--- src/rtl/fetch_order_module.sv ---
// Fetch stage: holds the PC, issues one bus read per fetch_start, returns word + PC (bus timeout: FETCH_BUS_TIMEOUT_EN).
// Latency: out_valid two cycles after fetch_start on a zero-wait bus; at most one fetch per two cycles.
// Backpressure: waits on inst_ack with inst_req held; fetch_ready low while a fetch or drain is open.
module fetch_order_module #(
  parameter int                ADDR_W         = 32,
  parameter logic [ADDR_W-1:0] RESET_PC       = '0,
  parameter int                TIMEOUT_CYCLES = 255
) (
  input  logic              clk,
  input  logic              rst,
  input  logic              fetch_start,
  input  logic              fetch_clean,
  input  logic              pc_load,
  input  logic [ADDR_W-1:0] pc_load_value,
  output logic              fetch_ready,
  output logic              inst_req,
  output logic [ADDR_W-1:0] inst_addr,
  input  logic              inst_ack,
  input  logic [31:0]       inst_rdata,
  output logic              out_valid,
  output logic [31:0]       out_inst,
  output logic [ADDR_W-1:0] out_pc,
  output logic              fetch_fault
);

  typedef enum logic [1:0] {IDLE, REQ, DRAIN} state_t;

  state_t            state;
  logic [ADDR_W-1:0] pc;
  logic              timeout_hit;

`ifdef FETCH_BUS_TIMEOUT_EN
  localparam int CNT_BITS = $clog2(TIMEOUT_CYCLES + 1);
  localparam int CNT_W    = (CNT_BITS > 8) ? CNT_BITS : 8;

  logic [CNT_W-1:0] wait_cnt;
  logic             fault_q;
  logic             to_drain;

  // Entering DRAIN restarts the wait window, so a clean never shortens it.
  assign to_drain    = (state == REQ) && fetch_clean && !inst_ack;
  assign timeout_hit = (state != IDLE) && !inst_ack && !to_drain &&
                       (wait_cnt == CNT_W'(TIMEOUT_CYCLES - 1));
  assign fetch_fault = fault_q;

  always_ff @(posedge clk) begin
    if (!rst) begin
      wait_cnt <= '0;
      fault_q  <= 1'b0;
    end else begin
      fault_q <= timeout_hit;
      if (state == IDLE || to_drain || timeout_hit)
        wait_cnt <= '0;
      else
        wait_cnt <= wait_cnt + CNT_W'(1);
    end
  end
`else
  logic unused_timeout;
  assign unused_timeout = (TIMEOUT_CYCLES != 0);
  assign timeout_hit    = 1'b0;
  assign fetch_fault    = 1'b0;
`endif

  always_ff @(posedge clk) begin
    if (!rst) begin
      state       <= IDLE;
      pc          <= RESET_PC;
      fetch_ready <= 1'b1;
      inst_req    <= 1'b0;
      inst_addr   <= RESET_PC;
      out_valid   <= 1'b0;
      out_inst    <= '0;
      out_pc      <= RESET_PC;
    end else begin
      out_valid <= 1'b0;
      case (state)
        IDLE: begin
          if (fetch_start && !fetch_clean) begin
            state       <= REQ;
            inst_req    <= 1'b1;
            inst_addr   <= pc;
            fetch_ready <= 1'b0;
          end
        end
        REQ: begin
          if (inst_ack) begin
            state       <= IDLE;
            inst_req    <= 1'b0;
            fetch_ready <= 1'b1;
            if (!fetch_clean) begin
              out_inst  <= inst_rdata;
              out_pc    <= inst_addr;
              out_valid <= 1'b1;
              pc        <= inst_addr + ADDR_W'(4);
            end
          end else if (fetch_clean) begin
            state <= DRAIN;
          end else if (timeout_hit) begin
            state       <= IDLE;
            inst_req    <= 1'b0;
            fetch_ready <= 1'b1;
          end
        end
        DRAIN: begin
          if (inst_ack || timeout_hit) begin
            state       <= IDLE;
            inst_req    <= 1'b0;
            fetch_ready <= 1'b1;
          end
        end
        default: state <= IDLE;
      endcase
      // Redirect wins over the +4 advance made above in the same cycle.
      if (pc_load)
        pc <= pc_load_value;
    end
  end

endmodule

--- config.mk ---
export PLATFORM = sky130hd
export DESIGN_NAME = fetch_order_module
export DESIGN_NICKNAME = d
export VERILOG_FILES = /design/src/rtl/fetch_order_module.sv
export SDC_FILE = /design/constraint.sdc
export NUM_CORES = 1
export LEC_CHECK = 0
export CORE_MARGIN = 2
export CORE_UTILIZATION = 56
export DETAILED_ROUTE_END_ITERATION = 6
export DONT_BUFFER_PORTS = 1
export PLACE_DENSITY = 0.78
export SETUP_SLACK_MARGIN = 0.15
export SLEW_MARGIN = 20
export SYNTH_ARGS = -nofsm -noshare
export SYNTH_HDL_FRONTEND = slang
export SYNTH_SLANG_ARGS = --single-unit
export TNS_END_PERCENT = 5
--- constraint.sdc ---
create_clock -name clk -period 2.09 [get_ports clk]
set_input_delay 0.3135 -clock clk [delete_from_list [all_inputs] [get_ports clk]]
set_output_delay 0.3135 -clock clk [all_outputs]
set_load 0.01 [all_outputs]
# After elaboration in Yosys (flattened, before gate mapping)
# Cells that the tools add are included.
# W data, S select, Z words.
dict set report word_totals {
  regBits 133
  in_bits 70
  output_inout_bits 100
  wordCells 46
}
dict set report op_classes {
  addsub 1
  eq_ne 7
  mux 16
  bitwise_logic 1
  reduce_logical 13
}
# cell count
set ops {}
lappend ops {{$mux W32} 4}
lappend ops {{$add A32 B3 Y32 const B} 1}
lappend ops {{$reduce_and A3 Y1} 5}
lappend ops {{$mux W2} 4}
lappend ops {{$pmux W2 S3} 1}
lappend ops {{$reduce_bool A2 Y1} 3}
lappend ops {{$mux W1} 5}
lappend ops {{$ne A2 B1 Y1 const B} 2}
lappend ops {{$ne A2 B2 Y1 const B} 2}
lappend ops {{$pmux W1 S2} 2}
lappend ops {{$ne A3 B3 Y1 const B} 1}
lappend ops {{$eq A2 B1 Y1 const B} 1}
lappend ops {{$eq A2 B2 Y1 const B} 1}
lappend ops {{$logic_not A2 Y1} 1}
lappend ops {{$reduce_and A2 Y1} 1}
lappend ops {{$reduce_or A2 Y1} 1}
lappend ops {{$logic_and A1 B1 Y1} 1}
lappend ops {{$logic_not A1 Y1} 1}
lappend ops {{$not A1 Y1} 1}

# Logic depth before layout (Yosys ltp)
dict set report logic_depth {
  ltp_word 5
  ltp_mapped 9
  depth_no_buf 7
}

# Worst setup path before layout
# No wires, ideal clock.
dict set report synth_path {
  path_type {register to register}
  startpoint {reg inst_addr[19]}
  endpoint {reg pc[25]}
  setup_time_ps 132
  arrival_time_ps 1866
  required_time_ps 1958
  slack_ps 92
  path_stages_with_launch 7
  n_path_buf 1
  synth_period_minus_slack_ps 1998
  path_cell_list {dfxtp_1 and4_1 or4b_1 buf_2 or3b_1 xor2_1 o22ai_2}
}
dict set report synth_via {
  elab_chain_cells 5
}
# item line_no
set synth_rtl {}
lappend synth_rtl {{start: declaration} 17} ;# output logic [ADDR_W-1:0] inst_addr,
lappend synth_rtl {{start signal: assignment} 82} ;# inst_addr <= pc;
lappend synth_rtl {{$add A32 B3 Y32} 95} ;# pc <= inst_addr + ADDR_W'(4);
lappend synth_rtl {{$mux W32} 91} ;# if (!fetch_clean) begin
lappend synth_rtl {{$mux W32} 87} ;# if (inst_ack) begin
lappend synth_rtl {{$mux W32} 77} ;# case (state)
lappend synth_rtl {{$mux W32} 115} ;# if (pc_load)
lappend synth_rtl {{end signal: assignment} 95}
lappend synth_rtl {{end signal: assignment} 116} ;# pc <= pc_load_value;
lappend synth_rtl {{end: declaration} 29} ;# logic [ADDR_W-1:0] pc;
# No other way between the ends. The select of a mux whose other input is x is not followed.
# A chain may end at the register's enable or synchronous reset.

# Worst setup path after layout
dict set report layout_path {
  startpoint {reg inst_addr[22]}
  endpoint {reg pc[30]}
}
# Same word-level chain as after synthesis.

==> impl_metrics.yaml <==
cells_and_area:
  stdcell_area_um2: 6960
  mostFrequentLayoutCells: "nand2_1 (217), dfxtp_1 (129), a21oi_1 (127)"
  regArea_um2: 2670
  final_common_cell: "nand2_1"
  fillers: 704
  insertedDiodeCount: 0
  instances_no_fill: 911
  nets: 840
  area_growth_pct: 27.1
  drive_gt1_frac: 0.114
  multi_input_area_um2: 2590
setup_path:
  criticalPathCategory: "flip-flop to flip-flop"
  crit_path_end_kind: "flip-flop"
  path_max_fanout: 5
  crit_arrival_ns: 2.30
  regToRegEndpoint: "pc[30]"
  required_ns: 2.47
  cp-start-kind: "flip-flop"
  endpoint: "pc[30]"
  reg2reg_setup_slack_ns: 0.17
  rr_worst_depth: 6
  r2r_start: "inst_addr[22]"
  crit_start: "inst_addr[22]"
global_routing:
  grt_start_max_net_pins: 52
  grtUsageTotal: 0.292
  antenna_found_initial: 1
  grt_pass1_wl_mm: 24.2
  grt_pass1_vias: 5026
  overflow: 0
sta:
  setup_viol: 0
  finalSetupTns_ns: 0
  slew_headroom: 0.544
  drv_slew: 0
  fin_crit_ns: 1.92
  period_share: 0.918
  final_hold_viol_count: 0
  max_freq_mhz: 521
  fin_hold_ws_ns: 0.0189
  clock_skew_ns: 0.00673
  worstMarginPinSlew_ns: 0.685
  setup_ws_ns: 0.171
  rsz0062_at_grt: "true"
clock_tree:
  h-tree-depth: 4
  insertion_delay_ns: 0.51
  clock-sinks: 133
  cts.path.max_buffers: 2
  cts_tree: "done"
  root_buffer: "clkbuf_8"
  clk_pin_slew_ns: 0.06
  cts_buffers: 17
place:
  place_ws_ns: 0.207
  dp_hpwl_mm: 9.71
  placed_cell_area_um2: 5790
  dp_cells: 826
  gp_congestion: 0.904
  io_buffers: 0
yosys:
  netlist_top_cells_area: "dfxtp_1 (49%), nand2_1 (15%), a21oi_1 (12%)"
  synth-seq-cells: 133
  avgSynthCellArea_um2: 7.77
  synthCells: 705
  yosysUniqueCellTypes: 50
  seq_area_frac_synth: 0.486
  synth-edff-count: 0
  ys.warnings.count: 0
  synth.largest_area_cell: "dfxtp_1"
  syn_nets: 780
  synth_top_area_frac: 0.486
  async_flop_share: 0
  netlist_area_um2: 5480
  synth_flop_cell: "dfxtp_1"
min_path:
  hold_path_class: "input port to flip-flop"
floorplanning:
  core_area_um2: 9640
  num_rows: 36
  start_util: 0.568
  die_h_um: 103
  io_pins: 170
  dieArea_um2: 10600
  die_w_um: 103
routing:
  vias_per_cell: 5.79
  drc_errors: 0
  routedWlPerCell_um: 17.3
  vias: 5271
  routed_wl_mm: 15.8
  dr.pass1.iters: 5
  ant_nets: 0
  drt_iter0_drc: 413
job:
  drv_cap: 0
pwr:
  peakVddDrop_mv: 0.625
  power_leakage_nw: 2.49
  p_per_area_nw_per_um2: 903
outcome:
  status: "completed"
-- what timing repair did --
action | in CTS | in global routing
endpoints found under the hold margin | 52 | 0
gates resized for setup | 0 | 1
buffers inserted | 0 | 2
hold buffers | 51 | 0
endpoints found under the setup margin | 0 | 50
-- cells in the mapped netlist, types with 2 or more instances --
master	count
xnor2_1	10
a31oi_1	4
nor4_2	2
nand4_1	7
nor3_1	2
nor4_1	4
a21oi_1	127
nor2b_1	2
ha_1	5
nand2_1	217
xor2_1	12
and3_1	13
nand3_1	15
and4_1	3
buf_2	3
mux2i_1	5
o22ai_1	12
o21ai_0	11
nor2_1	29
dfxtp_1	133
a222oi_1	2
or3_1	2
a22oi_1	2
inv_1	9
buf_1	7
a211oi_1	4
clkbuf_1	40
-- cells by family after synthesis --
logic type / Yosys count / synth area share
AO/OA/AOI/OAI: 170 / 0.169
XOR/XNOR: 22 / 0.0352
adder cells (fa/ha/maj): 5 / 0.0114
buffers and inverters: 61 / 0.0432
flip-flops: 133 / 0.486
multiplexers: 6 / 0.0112
other: 1 / 0.000685
AND/OR/NAND/NOR: 307 / 0.244
-- through the flow --
| step | power (mW) | utilization |
|---|---|---|
| global route | 6.49 | 0.722 |
| floorplan | 2.94 | - |
| finish | 6.28 | 0.722 |
| global placement | 3.00 | 0.601 |
| CTS | 6.28 | 0.720 |
| detailed placement | 3.02 | 0.601 |
-- routing by layer --
metal	up-vias	global-route usage	routed length, um
li1	2487	-	-
met1	2472	0.355	6200
met5	-	0	13
met3	40	0.0732	1480
met4	2	0.140	431
met2	270	0.486	7650
-- sequential cells by signal (all words and copies together) (netlist names) --
register,flops
fetch_ready,1
out_pc,32
inst_req,1
inst_addr,32
pc,32
out_inst,32
state,2
out_valid,1
-- critical path, cell delays in order (launching register included) --
cell     delay (ns)
dfxtp_1        0.33
and4_1         0.23
or4b_1         0.48
buf_4          0.19
nor4_2         0.30
xnor2_1        0.17
o22ai_1        0.09
-- area by class of cell --
class | instances | area share
sequential | 133 | 0.383
multi-input combinational | 511 | 0.372
inverter | 10 | 0.00557
tap | 133 | 0.0239
clock buffer | 17 | 0.0595
clock inverter | 15 | 0.0325
timing repair buffer | 92 | 0.123
-- worst min path at each step --
stage,from,endpoint,slack (ns),cells past startpoint
2_1_floorplan,pc[20],inst_addr[20],0.42,2
3_3_place_gp,rst,fetch_ready,0.40,1
3_5_place_dp,rst,fetch_ready,0.40,1
4_1_cts,pc_load_value[22],pc[22],0.008,2
5_1_grt,pc_load_value[29],pc[29],0.01,2
6_report,pc_load_value[1],pc[1],0.02,2
-- power by group --
group	switching (mW)	internal, mW
Combinational	0.221	0.176
Sequential	0.0564	2.60
Clock	1.16	2.07
(Power assumes the default switching activity.)
